## config.mk

```make
export PLATFORM = sky130hd
export DESIGN_NAME = sram_23lc1024_responder
export DESIGN_NICKNAME = d
export VERILOG_FILES = /design/src/rtl/sram_spi_pkg.sv /design/src/rtl/spi_slave_shifter.sv /design/src/rtl/sram_23lc1024_responder.sv
export SDC_FILE = /design/constraint.sdc
export NUM_CORES = 1
export LEC_CHECK = 0
export CAP_MARGIN = 15
export CORE_MARGIN = 8
export CORE_UTILIZATION = 49
export DETAILED_ROUTE_END_ITERATION = 10
export GPL_ROUTABILITY_DRIVEN = 0
export PLACE_DENSITY = 0.75
export SLEW_MARGIN = 20
export SYNTH_ARGS = -nofsm -noshare
export SYNTH_HDL_FRONTEND = slang
export SYNTH_SLANG_ARGS = --single-unit
```

## constraint.sdc

```tcl
create_clock -name clk -period 1.7 [get_ports clk]
set_clock_uncertainty 0.15 [all_clocks]
set_input_delay 0.255 -clock clk [delete_from_list [all_inputs] [get_ports clk]]
set_output_delay 0.255 -clock clk [all_outputs]
set_load 0.03 [all_outputs]
```

## src/rtl/sram_spi_pkg.sv

```systemverilog
// Shared definitions for the 23LC1024 SPI SRAM responder: the opcodes it
// answers and the transaction state encoding.
package sram_spi_pkg;

  localparam int unsigned BYTE_W = 8;

  localparam logic [BYTE_W-1:0] OP_READ  = 8'h03;
  localparam logic [BYTE_W-1:0] OP_WRITE = 8'h02;

  typedef enum logic [2:0] {
    IDLE,
    CMD,
    ADDR,
    RD_DATA,
    WR_DATA,
    IGNORE
  } state_t;

endpackage

```

## src/rtl/spi_slave_shifter.sv

```systemverilog
// SPI mode-0 slave bit engine: synchronizes SCK/CSn/SI onto clk, detects SCK
// edges, shifts received bits in MSB first and transmit bits out MSB first.
// Ports:
//   clk, rst                 system clock, synchronous active-high reset
//   csn_pin, sck_pin, si_pin raw asynchronous SPI pins
//   load_c, load_data        load a byte into the transmit register (bit 7 on so)
//   tx_clr_c                 clear the transmit register (forces so low)
//   cs_n, cs_fall            synchronized chip select and its falling-edge strobe
//   so                       serial output (MSB of transmit register)
//   byte_done_c, rx_byte_c   strobe and value of a completed received byte
module spi_slave_shifter
  import sram_spi_pkg::*;
#(
  parameter int unsigned SYNC_STAGES = 2
) (
  input  logic              clk,
  input  logic              rst,
  input  logic              csn_pin,
  input  logic              sck_pin,
  input  logic              si_pin,
  input  logic              load_c,
  input  logic [BYTE_W-1:0] load_data,
  input  logic              tx_clr_c,
  output logic              cs_n,
  output logic              cs_fall,
  output logic              so,
  output logic              byte_done_c,
  output logic [BYTE_W-1:0] rx_byte_c
);

  // Synchronizer chain, one 3-bit word per stage: {sck, csn, si}
  logic [2:0]        sync_q [SYNC_STAGES];
  logic              sck_s, csn_s, si_s;
  logic              sck_q, rise_q, fall_q, si_q;
  logic [2:0]        cnt_q;
  logic [BYTE_W-1:0] rx_q, tx_q;

  assign {sck_s, csn_s, si_s} = sync_q[SYNC_STAGES-1];

  assign rx_byte_c   = {rx_q[BYTE_W-2:0], si_q};
  assign byte_done_c = rise_q & ~cs_n & (cnt_q == 3'd7);
  assign so          = tx_q[BYTE_W-1];

  // Edge strobes, cs_n and si_q are all registered from the same sync sample,
  // so a CSn rise coinciding with an SCK edge is seen together and CSn wins.
  always_ff @(posedge clk) begin
    if (rst) begin
      for (int i = 0; i < int'(SYNC_STAGES); i++) sync_q[i] <= '0;
      sck_q   <= 1'b0;
      rise_q  <= 1'b0;
      fall_q  <= 1'b0;
      si_q    <= 1'b0;
      // Reset low so a CSn already held low across reset is not taken as a
      // fresh falling edge; a new transaction needs a real high-then-low.
      cs_n    <= 1'b0;
      cs_fall <= 1'b0;
      cnt_q   <= '0;
      rx_q    <= '0;
      tx_q    <= '0;
    end else begin
      sync_q[0] <= {sck_pin, csn_pin, si_pin};
      for (int i = 1; i < int'(SYNC_STAGES); i++) sync_q[i] <= sync_q[i-1];
      sck_q   <= sck_s;
      rise_q  <= sck_s & ~sck_q;
      fall_q  <= ~sck_s & sck_q;
      si_q    <= si_s;
      cs_n    <= csn_s;
      cs_fall <= cs_n & ~csn_s;

      // Deselect discards any partial byte
      if (cs_n) begin
        cnt_q <= '0;
        rx_q  <= '0;
      end else if (rise_q) begin
        cnt_q <= cnt_q + 3'd1;
        rx_q  <= rx_byte_c;
      end

      // The falling edge right after bit 0 must not shift: the freshly loaded
      // byte already presents its bit 7.
      if (tx_clr_c) begin
        tx_q <= '0;
      end else if (load_c) begin
        tx_q <= load_data;
      end else if (fall_q && !cs_n && cnt_q != 3'd0) begin
        tx_q <= {tx_q[BYTE_W-2:0], 1'b0};
      end
    end
  end

endmodule

```

## src/rtl/sram_23lc1024_responder.sv

```systemverilog
// SPI-slave emulation of a 23LC1024 serial SRAM answering READ (0x03) and
// WRITE (0x02) with byte accesses on a local synchronous RAM port.
// Build option: SRAM_SEQ_MODE_EN selects sequential (burst, auto-increment)
// mode; without it the part works in byte mode (one data byte per select).
// Ports:
//   clk, rst            system clock, synchronous active-high reset
//   CSn, SCK, SI        SPI slave inputs (asynchronous to clk)
//   SO, so_en           serial data out and its pad output enable
//   mem_addr/wdata/we   RAM write port, one-cycle strobe
//   mem_re, mem_rdata   RAM read strobe; data valid the cycle after mem_re
//   busy                a transaction is selected
//   cmd_err             one-cycle pulse on an unsupported opcode
module sram_23lc1024_responder
  import sram_spi_pkg::*;
#(
  parameter int unsigned ADDR_W      = 17,
  parameter int unsigned SYNC_STAGES = 2
) (
  input  logic              clk,
  input  logic              rst,
  input  logic              CSn,
  input  logic              SCK,
  input  logic              SI,
  output logic              SO,
  output logic              so_en,
  output logic [ADDR_W-1:0] mem_addr,
  output logic [BYTE_W-1:0] mem_wdata,
  output logic              mem_we,
  output logic              mem_re,
  input  logic [BYTE_W-1:0] mem_rdata,
  output logic              busy,
  output logic              cmd_err
);

  logic              cs_n, cs_fall, byte_done_c, load_c, tx_clr_c;
  logic [BYTE_W-1:0] rx_byte_c;

  state_t            state_q, state_n;
  logic [ADDR_W-1:0] addr_q, addr_n, mem_addr_n;
  logic [1:0]        abyte_q, abyte_n;
  logic              rd_sel_q, rd_sel_n, rd_pend_q;
  logic [BYTE_W-1:0] mem_wdata_n;
  logic              mem_we_n, mem_re_n, so_en_n, cmd_err_n, busy_n;

  spi_slave_shifter #(.SYNC_STAGES(SYNC_STAGES)) u_shifter (
    .clk         (clk),
    .rst         (rst),
    .csn_pin     (CSn),
    .sck_pin     (SCK),
    .si_pin      (SI),
    .load_c      (load_c),
    .load_data   (mem_rdata),
    .tx_clr_c    (tx_clr_c),
    .cs_n        (cs_n),
    .cs_fall     (cs_fall),
    .so          (SO),
    .byte_done_c (byte_done_c),
    .rx_byte_c   (rx_byte_c)
  );

  // Next-state, address and RAM-port decisions
  always_comb begin
    state_n     = state_q;
    addr_n      = addr_q;
    abyte_n     = abyte_q;
    rd_sel_n    = rd_sel_q;
    mem_addr_n  = mem_addr;
    mem_wdata_n = mem_wdata;
    mem_we_n    = 1'b0;
    mem_re_n    = 1'b0;
    cmd_err_n   = 1'b0;
    so_en_n     = so_en;
    load_c      = 1'b0;

    if (cs_n) begin
      state_n = IDLE;
      abyte_n = '0;
      so_en_n = 1'b0;
    end else begin
      unique case (state_q)
        IDLE: if (cs_fall) state_n = CMD;
        CMD: if (byte_done_c) begin
          if (rx_byte_c == OP_READ) begin
            state_n  = ADDR;
            rd_sel_n = 1'b1;
          end else if (rx_byte_c == OP_WRITE) begin
            state_n  = ADDR;
            rd_sel_n = 1'b0;
          end else begin
            state_n   = IGNORE;
            cmd_err_n = 1'b1;
          end
        end
        // Bytes shift in MSB first; bits above ADDR_W fall off the top
        ADDR: if (byte_done_c) begin
          addr_n  = {addr_q[ADDR_W-9:0], rx_byte_c};
          abyte_n = abyte_q + 2'd1;
          if (abyte_q == 2'd2) begin
            abyte_n = '0;
            if (rd_sel_q) begin
              state_n    = RD_DATA;
              mem_re_n   = 1'b1;
              mem_addr_n = addr_n;
            end else begin
              state_n = WR_DATA;
            end
          end
        end
        RD_DATA: begin
          // Read data arrives one cycle after the strobe
          if (rd_pend_q) begin
            load_c  = 1'b1;
            so_en_n = 1'b1;
          end
          if (byte_done_c) begin
`ifdef SRAM_SEQ_MODE_EN
            addr_n     = addr_q + ADDR_W'(1);
            mem_re_n   = 1'b1;
            mem_addr_n = addr_n;
`else
            state_n = IGNORE;
            so_en_n = 1'b0;
`endif
          end
        end
        WR_DATA: if (byte_done_c) begin
          mem_we_n    = 1'b1;
          mem_wdata_n = rx_byte_c;
          mem_addr_n  = addr_q;
`ifdef SRAM_SEQ_MODE_EN
          addr_n = addr_q + ADDR_W'(1);
`else
          state_n = IGNORE;
`endif
        end
        IGNORE: state_n = IGNORE;
        default: state_n = IDLE;
      endcase
    end

    tx_clr_c = ~so_en_n;
    busy_n   = (state_n != IDLE);
  end

  // State and registered outputs
  always_ff @(posedge clk) begin
    if (rst) begin
      state_q   <= IDLE;
      addr_q    <= '0;
      abyte_q   <= '0;
      rd_sel_q  <= 1'b0;
      rd_pend_q <= 1'b0;
      mem_addr  <= '0;
      mem_wdata <= '0;
      mem_we    <= 1'b0;
      mem_re    <= 1'b0;
      so_en     <= 1'b0;
      busy      <= 1'b0;
      cmd_err   <= 1'b0;
    end else begin
      state_q   <= state_n;
      addr_q    <= addr_n;
      abyte_q   <= abyte_n;
      rd_sel_q  <= rd_sel_n;
      rd_pend_q <= mem_re;
      mem_addr  <= mem_addr_n;
      mem_wdata <= mem_wdata_n;
      mem_we    <= mem_we_n;
      mem_re    <= mem_re_n;
      so_en     <= so_en_n;
      busy      <= busy_n;
      cmd_err   <= cmd_err_n;
    end
  end

endmodule

```

==> results of run 1 <==
==> power by group through the flow <==
stage	clock network, mW	registers, mW	logic, mW
final	1.32	1.98	0.0981
after global routing	1.45	1.98	0.106
after CTS	1.36	1.98	0.0920
after detailed placement	0	2.03	0.0904
after global placement	0	2.03	0.0895
after floorplan	0	2.03	0.0493
==> stage by stage <==
stage	instances	TNS [ns]	hold slack (ns)	instance area [sq um]
6_report	481	-0.00729	0.228	4180
5_1_grt	481	-1.76	0.236	4180
4_1_cts	477	-0.0159	0.253	4080
3_5_place_dp	460	-4.22	0.248	3910
3_3_place_gp	460	-3.33	0.242	3910
2_1_floorplan	339	0	0.184	3370
==> placed cells by master, fill, tap and decap left out, types with 4 or more instances in the layout <==
cell type         n
a222oi_1          6
a21oi_1          38
dfxtp_1          79
nor2b_1          14
buf_4            24
mux2i_1          36
nand2_1          40
clkinv_2          5
clkdlybuf4s50_1  11
clkbuf_8          9
dfxtp_2           4
nor2_1           27
a211oi_1         19
dlygate4sd2_1    31
==> critical path: cells and delay by family (launching register included) <==
kind / cells / cell delay (ns)
AO/OA/AOI/OAI: 1 / 0.16
adder cells (fa/ha/maj): 2 / 0.27
flip-flops: 1 / 0.37
AND/OR/NAND/NOR: 3 / 0.70
==> routing by layer <==
layer,up-vias,wire length (um),GRT usage
met5,-,0,0
met4,0,61,0.0449
met3,6,403,0.0640
met2,47,3390,0.234
met1,1203,3180,0.171
li1,1311,-,-
==> sequential cells by signal (all words and copies together) (netlist names), 2 cells and up <==
| register | flops |
|---|---|
| u_shifter.tx_q | 8 |
| mem_wdata | 8 |
| u_shifter.rx_q | 7 |
| abyte_q | 2 |
| state_q | 3 |
| addr_q | 17 |
| u_shifter.cnt_q | 3 |
| mem_addr | 17 |
| u_shifter.sync_q | 6 |
==> cells by family after synthesis <==
| group | after synthesis |
|---|---|
| buffers and inverters | 30 |
| DFF | 84 |
| xor gates and xnor gates | 1 |
| adders and majority gates | 3 |
| and+or+nand+nor | 113 |
| AOI/OAI and AO/OA | 72 |
| muxes | 36 |
==> layout make-up <==
cell class                      instances  area, sq um  area share
Clock buffer                           10          128      0.0305
Clock inverter                          6         55.1      0.0132
Sequential cell                        84         1690       0.405
Inverter                                4         15.0     0.00359
Timing Repair Buffer                   71          621       0.149
Multi-Input combinational cell        226         1570       0.376
Tap cell                               80          100      0.0240
==> how the worst max path moves through the flow <==
stage                                          startpoint                   endpoint  slack, ns  cells past startpoint
after floorplan           u_shifter.cnt_q[1]$_SDFFE_PP0P_    abyte_q[0]$_SDFFE_PP0P_       0.04                      7
after global placement    u_shifter.cnt_q[1]$_SDFFE_PP0P_  mem_addr[12]$_SDFFE_PP0P_      -0.15                      5
after detailed placement  u_shifter.cnt_q[1]$_SDFFE_PP0P_   mem_addr[2]$_SDFFE_PP0P_      -0.21                      5
after CTS                 u_shifter.cnt_q[1]$_SDFFE_PP0P_    abyte_q[0]$_SDFFE_PP0P_      -0.01                      6
after global routing      u_shifter.cnt_q[1]$_SDFFE_PP0P_    addr_q[16]$_SDFFE_PP0P_      -0.08                      7
final                     u_shifter.cnt_q[1]$_SDFFE_PP0P_    abyte_q[0]$_SDFFE_PP0P_     -0.007                      6
==> repair_timing <==
action / 4_1_cts / 5_1_grt
setup buffers: 1 / 3
gates cloned: 0 / 1
hold buffers: 0 / 0
gates resized for setup: 40 / 17
endpoints found under the setup margin: 61 / 56
pin swaps: 1 / 7
==> results_dict.tcl, run 1 <==
set metrics [dict create \
    yosys.area_share.adder 0.0113 \
    crit_fanout 5 \
    r2r_slack_ns -0.007 \
    drt-pass1-iter-count 4 \
    synth_top_family_by_area "simple AND/OR/NAND/NOR gates" \
    min_to "u_shifter.tx_q[0]$_SDFFE_PP0P_" \
    num_vias 2567 \
    slowest_stage "dfxtp_4" \
    crit_arrival_ns 1.84 \
    synth_edf_count 0 \
    post-place-ws_ns -0.212 \
    final_nets 412 \
    start_util 0.497 \
    grt_pass1_vias 2401 \
    status "finished, violations left" \
    critPathKind "flip-flop to flip-flop" \
    grt_pass1_wl_mm 11.5 \
    hpwl_mm 4.76 \
    min_path_type "primary input to flip-flop" \
    worst_pin_slew_ns 0.558 \
    port_buffers 43 \
    internal_power_mw 2.69 \
    dieArea_sq_um 9670 \
    swShare 0.209 \
    cp-start-kind "flip-flop" \
    timing.rr.end "abyte_q[0]$_SDFFE_PP0P_" \
    rr_worst_depth 6 \
    ant_nets 0 \
    path_common_cell "ha_4" \
    synth-seq-cells 84 \
    cts_inserted_buffers 9 \
    clock_latency_ns 0.34 \
    grt_setup_unrepaired "true" \
    syn_area_per_cell_sq_um 9.80 \
    min_path_cells 5 \
    finalCriticalPeriod_ns 1.71 \
    final.setup.worst_slack_ns -0.00650 \
    synth.area.mux_share 0.109 \
    yosys-top-cells-count "dfxtp_1, nand2_1, a21oi_1" \
    crit_chain "ha_4 > ha_4 > and4bb_2 > nand2_1 > or3_1 > a21oi_1" \
    antenna_found_initial 0 \
    clock_path_buffers 2 \
    synth_compound_area_frac 0.142 \
    yosysSeqAreaShare 0.506 \
    root_buffer "clkbuf_8" \
    violations "negative setup slack" \
    routed_wl_mm 7.04 \
    endpoint_kind "flip-flop" \
    overflow 0 \
    utilization 0.625 \
    drc 0 \
    slowest_delay_ns 0.37 \
    min_period_over_period 1.00 \
    synth_flop_cell "dfxtp_1" \
    hold_start "rst" \
    p_leak_nw 1.56 \
    hold_violations 0 \
    diodes 0 \
    rows 30 \
    ir_drop_uv 445 \
    synth_warnings 0 \
    via_per_inst 5.34 \
    slew_headroom 0.628 \
    synth_xor_area_frac 0.00264 \
    critPathRequiredTime_ns 1.83 \
    power.total_mw 3.40 \
    synth_cells 339 \
    htree_levels 3 \
    syn_area_sq_um 3320 \
    routedWlPerCell_um 14.6 \
    p_switching_mw 0.711 \
    combPwrFrac 0.029 \
    setup_viol 2 \
    core_area_sq_um 6680 \
    ys_async_sr_fraction 0 \
    clock.fmax_mhz 586 \
    seq_power_share 0.583 \
    fill_cells 579 \
    grt_max_degree 57 \
    area_delta_synth_final_pct 25.8 \
    synthTopCellsByArea "dfxtp_1, mux2i_1, a21oi_1" \
    yosys.area.top_type_share 0.506 \
    synthDistinctLibCells 43 \
    first_iter_violations 168 \
    synth_fp_nets 355 \
    synth_simple_gate_area_share 0.174 \
    clkTransAtPathRegs_ns 0.08 \
    powerDensity_nw_per_um2 814 \
    cts_tree "yes" \
    ios 44 \
    cap_violations 0 \
    die-width_um 98.3 \
    cts.sink_count 84 \
    slew_violations 0 \
    power_frac_clock 0.388 \
    post-synth-top-area-cell "dfxtp_1" \
    synth_most_common_cell "dfxtp_1" \
    drive_above_1_share 0.182 \
    r2r-start "u_shifter.cnt_q[1]$_SDFFE_PP0P_" \
    groute.usage.overall 0.146 \
    die_y_um 98.3 \
]
Note: power is estimated with default switching activity, not from simulation.
==> run 2, diff against run 1 <==
--- a/config.mk
+++ b/config.mk
@@ -6,6 +6,7 @@
 export NUM_CORES = 1
 export LEC_CHECK = 0
 export CAP_MARGIN = 15
+export CORE_ASPECT_RATIO = 1.1
 export CORE_MARGIN = 8
 export CORE_UTILIZATION = 49
 export DETAILED_ROUTE_END_ITERATION = 10
==> run 2 against run 1 <==
  * The flow now finishes without violations
  * Clock power is essentially flat
  * First-iteration DRC count down 14%
  * Total power shrank 0.25%
  * Routed wire length up 1.2%
  * Via count rose by 1.6%
  * Worst hold slack lost 0.0078 ns
  * Flip-flop and latch count did not move
  * Combinational power rose by 0.5%
  * Global-route usage up 0.096 points
  * Sequential share of layout area shrank 0.37 points
  * Critical endpoint is now state_q[2]$_SDFF_PP0_
==> results_dict.tcl, run 2 (synthesized netlist as in run 1, its figures left out) <==
set metrics [dict create \
    grt.met2_usage 0.243 \
    cts_tree "yes" \
    rows 31 \
    ios 44 \
    cts.sink_count 84 \
    seqCellArea_sq_um 1690 \
    overflow 0 \
    cp-start-kind "flip-flop" \
    tns_ns 0 \
    routed_wl_mm 7.12 \
    slew_violations 0 \
    ir_drop_uv 509 \
    final.setup.worst_slack_ns 0.0425 \
    drive_above_1_share 0.187 \
    final_nets 412 \
    clock_latency_ns 0.35 \
    routedWlPerCell_um 14.7 \
    ant_nets 0 \
    port_buffers 43 \
    start_util 0.504 \
    drt-pass1-iter-count 6 \
    crit_fanout 4 \
    die-width_um 94.5 \
    worst_pin_slew_ns 0.572 \
    first_iter_violations 145 \
    via_per_inst 5.40 \
    root_buffer "clkbuf_8" \
    grt_use_met1 0.176 \
    num_vias 2607 \
    crit_arrival_ns 1.75 \
    setup_viol 0 \
    grt_max_degree 57 \
    top_regs "addr_q x17, mem_addr x17" \
    multiInputGateArea_sq_um 1570 \
    busiest_layer "met2" \
    drc 0 \
    hpwl_mm 4.74 \
    endpoint_kind "flip-flop" \
    powerDensity_nw_per_um2 806 \
    grt_pass1_wl_mm 11.3 \
    hold_violations 0 \
    layout_commonest_cell "dfxtp_1" \
    clock.fmax_mhz 603 \
    min_path_type "primary input to flip-flop" \
    postCtsHoldBufs 0 \
    cts_inserted_buffers 9 \
    diodes 0 \
    die_y_um 102 \
    antenna_found_initial 0 \
    fill_cells 556 \
    critPathKind "flip-flop to flip-flop" \
    grt_setup_unrepaired "true" \
    min_period_over_period 0.975 \
    finalCriticalPeriod_ns 1.66 \
    status "finished clean" \
    cap_violations 0 \
    p_leak_nw 1.55 \
    grt_pass1_vias 2412 \
    clock_path_buffers 2 \
    core_area_sq_um 6590 \
    slew_headroom 0.619 \
    post-place-ws_ns -0.217 \
    area_delta_synth_final_pct 26.8 \
    dieArea_sq_um 9670 \
    layout_common_cells "dfxtp_1, nand2_1, a21oi_1" \
    clkTransAtPathRegs_ns 0.09 \
    use_met3 0.0250 \
    htree_levels 3 \
    groute.usage.overall 0.147 \
    critPathRequiredTime_ns 1.79 \
]
## run 2: changes by cell type in the layout (fill, tap and decap cells not counted), moves of 2 or more
cell	before	now
buf_4	24	20
inv_6	0	2
clkinv_2	5	1
clkinvlp_4	0	2
buf_6	3	5
## run 2: worst paths after layout
kind | startpoint | to | slack (ns) | cells after the start
max | u_shifter.cnt_q[1]$_SDFFE_PP0P_ | state_q[2]$_SDFF_PP0_ | 0.04 | 6
min | rst | u_shifter.tx_q[4]$_SDFFE_PP0P_ | 0.22 | 5
max reg2reg | u_shifter.cnt_q[1]$_SDFFE_PP0P_ | state_q[2]$_SDFF_PP0_ | 0.04 | 6
min reg2reg | u_shifter.sck_q$_SDFF_PP0_ | u_shifter.rise_q$_SDFF_PP0_ | 0.25 | 1
## run 2: per-layer routing
layer  vias to the layer above  part of all wire
li1                       1311                 -
met1                      1234              0.44
met2                        49              0.49
met3                        13             0.046
met4                         0             0.023
met5                         -                 0
## run 2: final cells by class
class,instances,area share
clock buffers,10,0.0327
clock inverters,6,0.0110
repair buffers,71,0.155
well taps,82,0.0244
inverters,4,0.00357
multi-input cells,226,0.372
flip-flops and latches,84,0.401
## run 2: what timing repair did
item | CTS | global route
pin swaps | 1 | 8
endpoints found under the setup margin | 69 | 52
buffers inserted | 0 | 1
gates cloned | 0 | 2
gates resized for setup | 42 | 19
hold endpoints to repair | 0 | 0
## run 2: critical path, stage by stage (launching register included)
cell	delay (ns)
dfxtp_2	0.35
ha_4	0.16
ha_4	0.15
buf_6	0.12
and4bb_2	0.24
and4bb_2	0.24
o21bai_1	0.14
## run 2: metrics by stage
stage	hold WS, ns	power (mW)	util	instances	instance area, sq um
after floorplan	0.184	2.08	-	339	3370
after global placement	0.241	2.12	0.595	464	3930
after detailed placement	0.242	2.12	0.595	464	3930
after CTS	0.252	3.41	0.622	480	4100
after global routing	0.254	3.52	0.639	483	4210
final	0.220	3.39	0.639	483	4210
## run 2: power by group
group,total [mW],switching (mW),internal (mW)
combinational,0.0986,0.0505,0.0481
clock,1.31,0.731,0.580
sequential,1.98,0.00646,1.98
